File: src/rtl/reg_write_bank_if.sv
// Write-request handshake bundle for reg_write_bank.
//   wr_valid : source has a write request
//   wr_ready : bank can accept a request this cycle
//   wr_sel   : target register (00=B, 01=C, 10=D, 11=A)
//   wr_data  : value to write
interface reg_write_bank_if #(
   parameter int unsigned WIDTH = 8
);
   logic             wr_valid;
   logic             wr_ready;
   logic [1:0]       wr_sel;
   logic [WIDTH-1:0] wr_data;

   modport master (output wr_valid, output wr_sel, output wr_data, input wr_ready);
   modport slave  (input wr_valid, input wr_sel, input wr_data, output wr_ready);
endinterface

File: src/rtl/reg_write_bank.sv
// Write side of the four-register bank: an in-order write queue of DEPTH
// entries that commits one write per clock into A/B/C/D unless held.
//   clk, rst_n         : clock, asynchronous active-low reset
//   wr_if (slave)      : valid/ready write request {wr_sel, wr_data}
//   hold               : stall, no commit while high
//   Aout..Dout         : registered register contents
//   wr_ack, ack_sel    : one-cycle commit pulse and the sel just committed
//   pend_cnt           : number of queued, uncommitted writes
module reg_write_bank #(
   parameter int unsigned WIDTH = 8,
   parameter int unsigned DEPTH = 2
) (
   input  logic                clk,
   input  logic                rst_n,
   reg_write_bank_if.slave     wr_if,
   input  logic                hold,
   output logic [WIDTH-1:0]    Aout,
   output logic [WIDTH-1:0]    Bout,
   output logic [WIDTH-1:0]    Cout,
   output logic [WIDTH-1:0]    Dout,
   output logic                wr_ack,
   output logic [1:0]          ack_sel,
   output logic [1:0]          pend_cnt
);

   localparam int unsigned PTR_W = (DEPTH > 1) ? $clog2(DEPTH) : 1;

   typedef struct packed {
      logic [1:0]       sel;
      logic [WIDTH-1:0] data;
   } entry_t;

   entry_t           q_mem_q [DEPTH];
   entry_t           q_mem_d [DEPTH];
   logic [PTR_W-1:0] wr_ptr_q, wr_ptr_d;
   logic [PTR_W-1:0] rd_ptr_q, rd_ptr_d;
   logic [1:0]       cnt_q, cnt_d;
   logic [WIDTH-1:0] reg_q [4];
   logic [WIDTH-1:0] reg_d [4];
   logic             ack_q, ack_d;
   logic [1:0]       ack_sel_q, ack_sel_d;

   logic             push_c;
   logic             pop_c;
   entry_t           head_c;

   // Pointer advance with wrap at DEPTH (need not be a power of two).
   function automatic logic [PTR_W-1:0] ptr_inc(input logic [PTR_W-1:0] p);
      return (p == PTR_W'(DEPTH - 1)) ? '0 : p + PTR_W'(1);
   endfunction

   // Ready depends on the occupancy flop only.
   assign wr_if.wr_ready = (cnt_q < 2'(DEPTH));
   assign push_c         = wr_if.wr_valid && wr_if.wr_ready;
   assign pop_c          = (cnt_q != 2'd0) && !hold;
   assign head_c         = q_mem_q[rd_ptr_q];

   // Queue push/pop and register commit; the pushed entry is never the popped one.
   always_comb begin
      q_mem_d   = q_mem_q;
      wr_ptr_d  = wr_ptr_q;
      rd_ptr_d  = rd_ptr_q;
      reg_d     = reg_q;
      ack_d     = 1'b0;
      ack_sel_d = ack_sel_q;

      if (pop_c) begin
         rd_ptr_d             = ptr_inc(rd_ptr_q);
         reg_d[head_c.sel]    = head_c.data;
         ack_d                = 1'b1;
         ack_sel_d            = head_c.sel;
      end

      if (push_c) begin
         q_mem_d[wr_ptr_q] = '{sel: wr_if.wr_sel, data: wr_if.wr_data};
         wr_ptr_d          = ptr_inc(wr_ptr_q);
      end

      cnt_d = cnt_q + 2'(push_c) - 2'(pop_c);
   end

   always_ff @(posedge clk or negedge rst_n) begin
      if (!rst_n) begin
         for (int i = 0; i < int'(DEPTH); i++) q_mem_q[i] <= '0;
         for (int i = 0; i < 4; i++) reg_q[i] <= '0;
         wr_ptr_q  <= '0;
         rd_ptr_q  <= '0;
         cnt_q     <= '0;
         ack_q     <= 1'b0;
         ack_sel_q <= '0;
      end else begin
         q_mem_q   <= q_mem_d;
         reg_q     <= reg_d;
         wr_ptr_q  <= wr_ptr_d;
         rd_ptr_q  <= rd_ptr_d;
         cnt_q     <= cnt_d;
         ack_q     <= ack_d;
         ack_sel_q <= ack_sel_d;
      end
   end

   // Register index follows the sel encoding: 00=B, 01=C, 10=D, 11=A.
   assign Bout     = reg_q[0];
   assign Cout     = reg_q[1];
   assign Dout     = reg_q[2];
   assign Aout     = reg_q[3];
   assign wr_ack   = ack_q;
   assign ack_sel  = ack_sel_q;
   assign pend_cnt = cnt_q;

endmodule

File: src/flat_wrapper.sv
// flat-port wrapper written by rule: the top's interface ports become plain ports
module reg_write_bank_flat 
#(
   parameter int unsigned WIDTH = 8,
   parameter int unsigned DEPTH = 2
)
  (clk, rst_n, hold, Aout, Bout, Cout, Dout, wr_ack, ack_sel, pend_cnt, wr_if_wr_valid, wr_if_wr_sel, wr_if_wr_data, wr_if_wr_ready);
  reg_write_bank_if #(.WIDTH(WIDTH)) wr_if_i ();
  input  logic clk;
  input  logic rst_n;
  input  logic hold;
  output logic [WIDTH-1:0] Aout;
  output logic [WIDTH-1:0] Bout;
  output logic [WIDTH-1:0] Cout;
  output logic [WIDTH-1:0] Dout;
  output logic wr_ack;
  output logic [1:0] ack_sel;
  output logic [1:0] pend_cnt;
  input wire logic [$bits(wr_if_i.wr_valid)-1:0] wr_if_wr_valid;
  input wire logic [$bits(wr_if_i.wr_sel)-1:0] wr_if_wr_sel;
  input wire logic [$bits(wr_if_i.wr_data)-1:0] wr_if_wr_data;
  output wire logic [$bits(wr_if_i.wr_ready)-1:0] wr_if_wr_ready;
  assign wr_if_i.wr_valid = wr_if_wr_valid;
  assign wr_if_i.wr_sel = wr_if_wr_sel;
  assign wr_if_i.wr_data = wr_if_wr_data;
  assign wr_if_wr_ready = wr_if_i.wr_ready;
  reg_write_bank #(.WIDTH(WIDTH), .DEPTH(DEPTH)) u_core (.clk(clk), .rst_n(rst_n), .wr_if(wr_if_i), .hold(hold), .Aout(Aout), .Bout(Bout), .Cout(Cout), .Dout(Dout), .wr_ack(wr_ack), .ack_sel(ack_sel), .pend_cnt(pend_cnt));
endmodule
File: config.mk
export PLATFORM = sky130hd
export DESIGN_NAME = reg_write_bank_flat
export DESIGN_NICKNAME = d
export VERILOG_FILES = /design/src/rtl/reg_write_bank_if.sv /design/src/rtl/reg_write_bank.sv /design/src/flat_wrapper.sv
export SDC_FILE = /design/constraint.sdc
export NUM_CORES = 1
export LEC_CHECK = 0
export ABC_AREA = 1
export BUFFER_PORTS_ARGS = -buffer_cell sky130_fd_sc_hd__buf_4
export CAP_MARGIN = 20
export CELL_PAD_IN_SITES_DETAIL_PLACEMENT = 1
export CELL_PAD_IN_SITES_GLOBAL_PLACEMENT = 1
export CORE_MARGIN = 3
export CORE_UTILIZATION = 40
export CTS_CLUSTER_SIZE = 10
export DETAILED_ROUTE_END_ITERATION = 7
export GPL_ROUTABILITY_DRIVEN = 0
export PLACE_DENSITY = 0.86
export SYNTH_ARGS = -nofsm -noshare
export SYNTH_HDL_FRONTEND = slang
export SYNTH_SLANG_ARGS = --single-unit
export TNS_END_PERCENT = 20
File: constraint.sdc
create_clock -name clk -period 1.89 [get_ports clk]
set_input_delay 0.378 -clock clk [delete_from_list [all_inputs] [get_ports clk]]
set_output_delay 0.378 -clock clk [all_outputs]
set_load 0.1 [all_outputs]
# [After elaboration in Yosys (flattened, before gate mapping)]
# Index checks and enable logic that the tools add are counted.
[totals] reg_bits=59 out_inout_bits=38 wordCells=44
[classes] addsub=4 n_lt_le_gt_ge=6 mux=12 bitwise=3 reduce_logical=6
[op_table] cell="two-way mux 10 bit" count=4
[op_table] cell="bitwise mux 32 bit" count=1
[op_table] cell="bitwise mux 20 bit" count=1
[op_table] cell="demux 8 bit (select 2 bit)" count=1
[op_table] cell="demux 10 bit (select 1 bit)" count=1
[op_table] cell="two-way mux 8 bit" count=1
[op_table] cell="greater-or-equal comparator 2 bit, second input constant" count=2
[op_table] cell="logical AND 1 bit" count=4
[op_table] cell="NOT 1 -> 2 bit" count=2
[op_table] cell="greater-or-equal comparator 3 bit, second input constant" count=1
[op_table] cell="less-than comparator 3 x 1 -> 1 bit, second input constant" count=1
[op_table] cell="two-way mux 1 bit" count=3
[op_table] cell="NOT 2 -> 3 bit" count=1
[op_table] cell="adder 1 bit, second input constant" count=2
[op_table] cell="adder 2 x 1 -> 2 bit" count=1
[op_table] cell="less-than comparator 2 x 1 -> 1 bit, second input constant" count=1
[op_table] cell="less-than comparator 2 bit, second input constant" count=1
[op_table] cell="nonzero test 2 bit" count=1
[op_table] cell="subtractor 2 x 1 -> 2 bit" count=1
[op_table] cell="zero test 1 bit" count=1

# [Longest topological paths before layout]
# Gate-level depths: netlist of run 1.
[depth] ltp_word=10 ltp_mapped=9 ltp_nobuf=7

# [Worst setup path after synthesis of run 1]
# Ideal clock, no wire load.
[synth_path] path_kind="register -> register" start="reg u_core.cnt_q[1] (netlist: u_core.pend_cnt[1])" end="reg u_core.cnt_q[1] (netlist: u_core.pend_cnt[1])" arrival_time_ns=2.257 required_ns=1.805 path_slack_ns=-0.452 stages_incl_launch_ff=10 period_less_slack_ns=2.342 cell_sequence="dfrtp_1 > nor2_1 > nor2_2 > buf_4 > buf_6 > ha_1 > inv_1 > ha_1 > xnor2_1 > xor2_1"
[synth_between] elab_chain_len=4
[synth_rtl] element="start, declared" line="reg_write_bank.sv:37" rtl="logic [1:0] cnt_q, cnt_d;"
[synth_rtl] element="start signal, assigned" line="reg_write_bank.sv:96" rtl="cnt_q <= cnt_d;"
[synth_rtl] element="less-than comparator 2 bit" line="reg_write_bank.sv:53" rtl="assign wr_if.wr_ready = (cnt_q < 2'(DEPTH));"
[synth_rtl] element="logical AND 1 bit" line="reg_write_bank.sv:54" rtl="assign push_c = wr_if.wr_valid && wr_if.wr_ready;"
[synth_rtl] element="adder 2 x 1 -> 2 bit" line="reg_write_bank.sv:79" rtl="cnt_d = cnt_q + 2'(push_c) - 2'(pop_c);"
[synth_rtl] element="subtractor 2 x 1 -> 2 bit *" line="reg_write_bank.sv:79"
[synth_rtl] element="net u_core.cnt_d[1]" line="reg_write_bank.sv:37"
# Mark *: on every way through the listed nets, which the timed path passes. The rest lies on a longest branch.
# A chain may end at the register's enable or synchronous reset.

# [Worst setup path in the final report of run 1]
[layout_path] start="reg u_core.cnt_q[1] (netlist: u_core.pend_cnt[1])" end="out wr_if_wr_ready"
[layout_between] elab_chain_len=1
[layout_rtl] element="less-than comparator 2 bit" line="reg_write_bank.sv:53"
[layout_rtl] element="end, declared" line="flat_wrapper.sv:22" rtl="output wire logic [$bits(wr_if_i.wr_ready)-1:0] wr_if_wr_ready;"
# Every way passes these cells.

==> out/results.ini, run 1 <==
[clock_tree]
clk_latency_ps=340
h-tree-depth=3
cts_root_buf=clkbuf_8
cts_buffers=9
post_cts_resized=0
clockBufferDepth=2
cts_tree=built
cts_num_sinks=59
clkTransAtPathRegs_ps=60

[placed_design]
dpl_cell_area_mm2=0.00304
portBuffers=51
hpwl_mm=4.77

[setup_path]
required_ps=1510
slowest_stage=dfrtp_4
critical_path_class=register to output port
reg2reg_to=u_core.q_mem_q[3]$_DFFE_PN0P_
cp-end-kind=output port
cp_max_fo=4
cp_num_cells=2
arrival_ps=1220
critPathTopFamily=flip-flops
rrSetupSlack_ps=350
worst_setup_path_start_kind=register
reg2regPathDepth=6
slowest_delay_ps=510
r2r_start=u_core.pend_cnt[1]$_DFF_PN0_
crit_chain=inv_2 -> buf_4
crit_buf_inv=2

[global_routing]
track_usage_pct=20.1
grt_pass1_vias=2310
grt_max_degree=35
antenna_found_initial=0
grt_pass1_wl_mm=11.4
globalRoute.totalOverflow=0

[layout]
layout_common_cells=121 x nand2_1, 57 x dfrtp_1, 56 x buf_4
fin_nets=357
finish.instance_area_mm2=0.00324
area_growth_pct=27.8
final_common_cell=nand2_1
drive_above_1_share_pct=25.1
fin_util_pct=53.7
antennaDiodeCount=0

[sta]
skew_ps=9.52
setup_viol=0
finalCritPeriodShare_pct=84.3
fmax_mhz=628
tightest_slew_ps=641
rsz0062_at_grt=no
timing.final.hold_violations=0
max_slew_margin_pct=57.3
slew_violations=0
finalWorstPathRequiredPeriod_ps=1590

[synth]
ys_warn_count=0
avgSynthCellArea_um2=8.92
synth_seq_cells=59
syn_inst=284
yosysSeqAreaShare_pct=58.3
synthesis.area_mm2=0.00253
syn_nets=300
ys_types=23

[min_path]
min_from=wr_if_wr_data[6]
whs_path_depth=3
hp-class=primary input to register
whs_endpoint=u_core.q_mem_q[16]$_DFFE_PN0P_

[routing]
firstDrtPassIters=4
ant_nets=0
drc=0
drt_iter0_markers=162
dr_total_vias=2134
wirelength_mm=6.56
vias_per_cell=5.07
wl_per_cell_um=15.6

[die]
fp.dieW_um=85.6
pin_count=52
start_util_pct=42.0
rows=28
core_area_mm2=0.00603
fp.dieH_um=85.6
dieArea_mm2=0.00732

[run_status]
status=finished, final reports clean

[run]
maxCapViolations=0

==> worst reg2reg max path, cell delays in order, from the launching register on <==
cell and delay (ps):
dfrtp_4 510, inv_2 90, nand2_1 80, inv_1 120
nand2_1 340, nand2_1 160, o21ai_0 100
==> worst max-delay path by stage <==
stage / from / to
floorplan: u_core.pend_cnt[0]$_DFF_PN0_ / u_core.pend_cnt[1]$_DFF_PN0_
global placement: u_core.pend_cnt[0]$_DFF_PN0_ / u_core.pend_cnt[1]$_DFF_PN0_
detailed placement: u_core.pend_cnt[1]$_DFF_PN0_ / u_core.q_mem_q[3]$_DFFE_PN0P_
CTS: u_core.pend_cnt[1]$_DFF_PN0_ / wr_if_wr_ready
global route: u_core.pend_cnt[1]$_DFF_PN0_ / u_core.q_mem_q[2]$_DFFE_PN0P_
finish: u_core.pend_cnt[1]$_DFF_PN0_ / wr_if_wr_ready
==> Yosys cell counts <==
cell type  instances  share of area (%)
o21ai_0           20                4.0
nand2_4            2               0.89
xnor2_1            1               0.35
buf_4              2               0.59
clkbuf_1           2               0.30
nor2_1             3               0.44
xor2_1             2               0.69
nor2_4             1               0.44
nand2_1          121                 18
nand4_1           16                4.0
inv_1             17                2.5
o21ai_1            1               0.20
ha_1               2               0.99
nand3_2            3                1.2
nand3_1           17                3.4
dfrtp_1           59                 58
buf_6              3                1.3
o21bai_1           1               0.30
or2_1              1               0.25
inv_2              2               0.30
buf_2              5               0.99
nand2_2            2               0.49
nor2_2             1               0.25
==> sequential cells by signal, indices dropped and copies added, names as in the netlist <==
| register | cells |
|---|---|
| u_core.Cout | 8 |
| u_core.wr_ack | 1 |
| u_core.ack_sel | 2 |
| u_core.pend_cnt | 2 |
| u_core.rd_ptr_q | 1 |
| u_core.Dout | 8 |
| u_core.Bout | 8 |
| u_core.wr_ptr_q | 1 |
| u_core.Aout | 8 |
| u_core.q_mem_q | 20 |
==> routing by layer <==
metal / vias to the layer above / wire length [um] / share of wire [%] / GRT usage, %
li1: 1027 / - / - / -
met1: 1036 / 2910 / 44 / 26.3
met2: 62 / 3230 / 49 / 33.0
met3: 9 / 343 / 5.2 / 3.94
met4: 0 / 79 / 1.2 / 7.91
met5: - / 0 / 0 / 0
==> cell type report <==
type                    instances  area [um^2]
flip-flops and latches         59         1480
repair buffers                 58          450
fillers                       719         2790
clock inverters                 2         35.0
inverters                      19         71.3
well taps                      75         93.8
multi-input cells             194          948
clock buffers                  14          153
==> metrics by stage <==
| step | worst slack [ps] | setup TNS (ps) | hold slack (ps) | instances |
|---|---|---|---|---|
| 5_1_grt | 117 | 0 | 337 | 421 |
| 3_3_place_gp | 383 | 0 | 360 | 404 |
| 6_report | 297 | 0 | 319 | 421 |
| 3_5_place_dp | 343 | 0 | 362 | 404 |
| 2_1_floorplan | -39.4 | -39.4 | 82.4 | 284 |
| 4_1_cts | 268 | 0 | 308 | 421 |
==> cell families (layout without fill, tap and decap cells) <==
logic type / after synthesis / after routing / synth area share (%)
XOR/XNOR: 3 / 3 / 1.04
buffers and inverters: 31 / 93 / 6.03
AND/OR/NAND/NOR: 167 / 167 / 29.2
adder cells (fa/ha/maj): 2 / 2 / 0.988
flip-flops: 59 / 59 / 58.3
AO/OA/AOI/OAI: 22 / 22 / 4.45
==> repair_timing <==
item	CTS	global route
endpoints found under the hold margin	15	0
hold buffers	1	0
setup buffers	0	0
Power of run 1 is not shown: default switching activity piles up to over one toggle a cycle in this logic, so the estimate is an artifact.
==> inputs of run 2 (changes only) <==
==> constraint.sdc (replaced) <==
create_clock -name clk -period 1.63 [get_ports clk]
set_input_delay 0.326 -clock clk [delete_from_list [all_inputs] [get_ports clk]]
set_output_delay 0.326 -clock clk [all_outputs]
set_load 0.1 [all_outputs]
==> run 2 against run 1 <==
  * Non-clock buffer count increased by 4
  * Flip-flop and latch count did not move
  * Sequential share of layout area shrank 0.65 points
  * Utilization grew 0.77 points
  * Critical path type is now register to register
  * Die area is the same
  * Hold slack lost 64 ps
  * Clock-buffer cell count fell by 3
  * Cell count grew 0.95%
  * Largest cell class unchanged
  * Setup slack got worse by 230 ps
  * Design area grew 1.4%
  * Global-route usage decreased by 0.34 points
==> out/results.ini, run 2 (synthesized netlist as in run 1, its figures left out) <==
[run_status]
status=finished, final reports clean

[setup_path]
rrSetupSlack_ps=60
arrival_ps=1810
worst_setup_path_start_kind=register
crit_chain=nor2_4 -> nor2_4 -> ha_4 -> inv_2 -> ha_4 -> xnor2_2 -> xor2_1
r2r_start=u_core.pend_cnt[0]$_DFF_PN0_
cp-end-kind=register
slowest_stage=dfrtp_4
reg2reg_to=u_core.pend_cnt[1]$_DFF_PN0_
slowest_delay_ps=500
cp_max_fo=4
reg2regPathDepth=7
required_ps=1880
critical_path_class=register to register

[die]
rows=28
dieArea_mm2=0.00732
fp.dieW_um=85.6
fp.dieH_um=85.6
core_area_mm2=0.00603
pin_count=52
start_util_pct=42.0

[global_routing]
antenna_found_initial=0
grt_pass1_vias=2251
globalRoute.totalOverflow=0
track_usage_pct=19.7
grt_pass1_wl_mm=11.2
grt_max_degree=34

[sta]
rsz0062_at_grt=no
finalCritPeriodShare_pct=96.1
max_slew_margin_pct=75.1
timing.final.hold_violations=0
tightest_slew_ps=373
finalWorstPathRequiredPeriod_ps=1570
layout_setup_ws_ps=63.4
slew_violations=0
skew_ps=8.21
fmax_mhz=638
setup_viol=0

[layout]
fill_cells=725
layout_common_cells=121 x nand2_1, 60 x buf_4, 57 x dfrtp_1
largest_register=u_core.q_mem_q
area_growth_pct=29.6
seqCellArea_mm2=0.00148
final_common_cell=nand2_1
antennaDiodeCount=0
drive_above_1_share_pct=27.4
fin_nets=361
largest_reg_flops=20
multiInputGateArea_um2=953

[routing]
ant_nets=0
wirelength_mm=6.47
drt_iter0_markers=103
vias_per_cell=5.02
firstDrtPassIters=4
wl_per_cell_um=15.2
drc=0
dr_total_vias=2132

[clock_tree]
clk_latency_ps=340
cts_root_buf=clkbuf_8
cts_tree=built
cts_buffers=9
clkTransAtPathRegs_ps=60
h-tree-depth=3
cts_num_sinks=59
clockBufferDepth=2

[placed_design]
portBuffers=51
hpwl_mm=4.55
pre_cts_slack_ps=69.5

[min_path]
min_from=wr_if_wr_data[6]
whs_path_depth=3
whs_endpoint=u_core.q_mem_q[16]$_DFFE_PN0P_
hp-class=primary input to register

[run]
maxCapViolations=0

-- run 2: cell count changes in the layout (fill, tap and decap cells not counted) --
cell,before,now
buf_4,56,60
clkbuf_1,4,1
clkinv_2,1,3
clkinvlp_4,0,1
inv_2,3,2
inv_6,0,1
nand3_1,17,16
nand3_2,3,4
or2_1,1,0
or2_2,0,1
-- run 2: worst max path at each step --
stage                                             from  slack (ps)                      endpoint  depth (start not counted)
after floorplan           u_core.pend_cnt[0]$_DFF_PN0_        -290  u_core.pend_cnt[1]$_DFF_PN0_                          9
after global placement    u_core.pend_cnt[1]$_DFF_PN0_         150  u_core.pend_cnt[1]$_DFF_PN0_                          7
after detailed placement  u_core.pend_cnt[0]$_DFF_PN0_          70  u_core.pend_cnt[1]$_DFF_PN0_                          7
after CTS                 u_core.pend_cnt[0]$_DFF_PN0_          50  u_core.pend_cnt[1]$_DFF_PN0_                          7
after global routing      u_core.pend_cnt[0]$_DFF_PN0_           2  u_core.pend_cnt[1]$_DFF_PN0_                          7
final                     u_core.pend_cnt[0]$_DFF_PN0_          60  u_core.pend_cnt[1]$_DFF_PN0_                          7
-- run 2: routing by layer --
| layer | global-route usage, % | share of wire [%] | wire length (um) | up-vias |
|---|---|---|---|---|
| met5 | 0 | 0 | 0 | - |
| met4 | 7.77 | 1.6 | 103 | 0 |
| met3 | 4.42 | 4.9 | 314 | 9 |
| met2 | 31.2 | 49 | 3170 | 50 |
| met1 | 26.5 | 45 | 2880 | 1043 |
| li1 | - | - | - | 1030 |
-- run 2: cell type report --
class                           instances  area share, %
Clock inverter                          5           1.60
Clock buffer                           11           4.31
Multi-Input combinational cell        194           29.1
Inverter                               19           2.33
Sequential cell                        59           45.2
Timing Repair Buffer                   62           14.6
Tap cell                               75           2.86
-- run 2: worst max-delay path, delay by kind of cell (launching register included) --
| family | cells | cell delay [ps] |
|---|---|---|
| xor gates and xnor gates | 2 | 350 |
| adders and majority gates | 2 | 400 |
| buffers and inverters | 1 | 30 |
| DFF | 1 | 500 |
| and+or+nand+nor | 2 | 200 |
-- run 2: repair_timing --
| action | 4_1_cts | 5_1_grt |
|---|---|---|
| setup endpoints to repair | 0 | 9 |
| resized for setup | 0 | 2 |
| hold buffers | 1 | 0 |
| setup buffers | 0 | 0 |
| hold endpoints to repair | 9 | 0 |
-- run 2: per-stage QoR --
step                      util [%]  setup TNS [ps]  std cells  hold slack (ps)  area [um^2]
final                         54.5               0        425              256         3280
after global routing          54.5               0        425              264         3280
after CTS                     54.4               0        425              242         3280
after detailed placement      51.0               0        408              170         3070
after global placement        51.0               0        408              170         3070
after floorplan                  -            -348        284             30.4         2590
Power of run 2 is left out for the same reason.
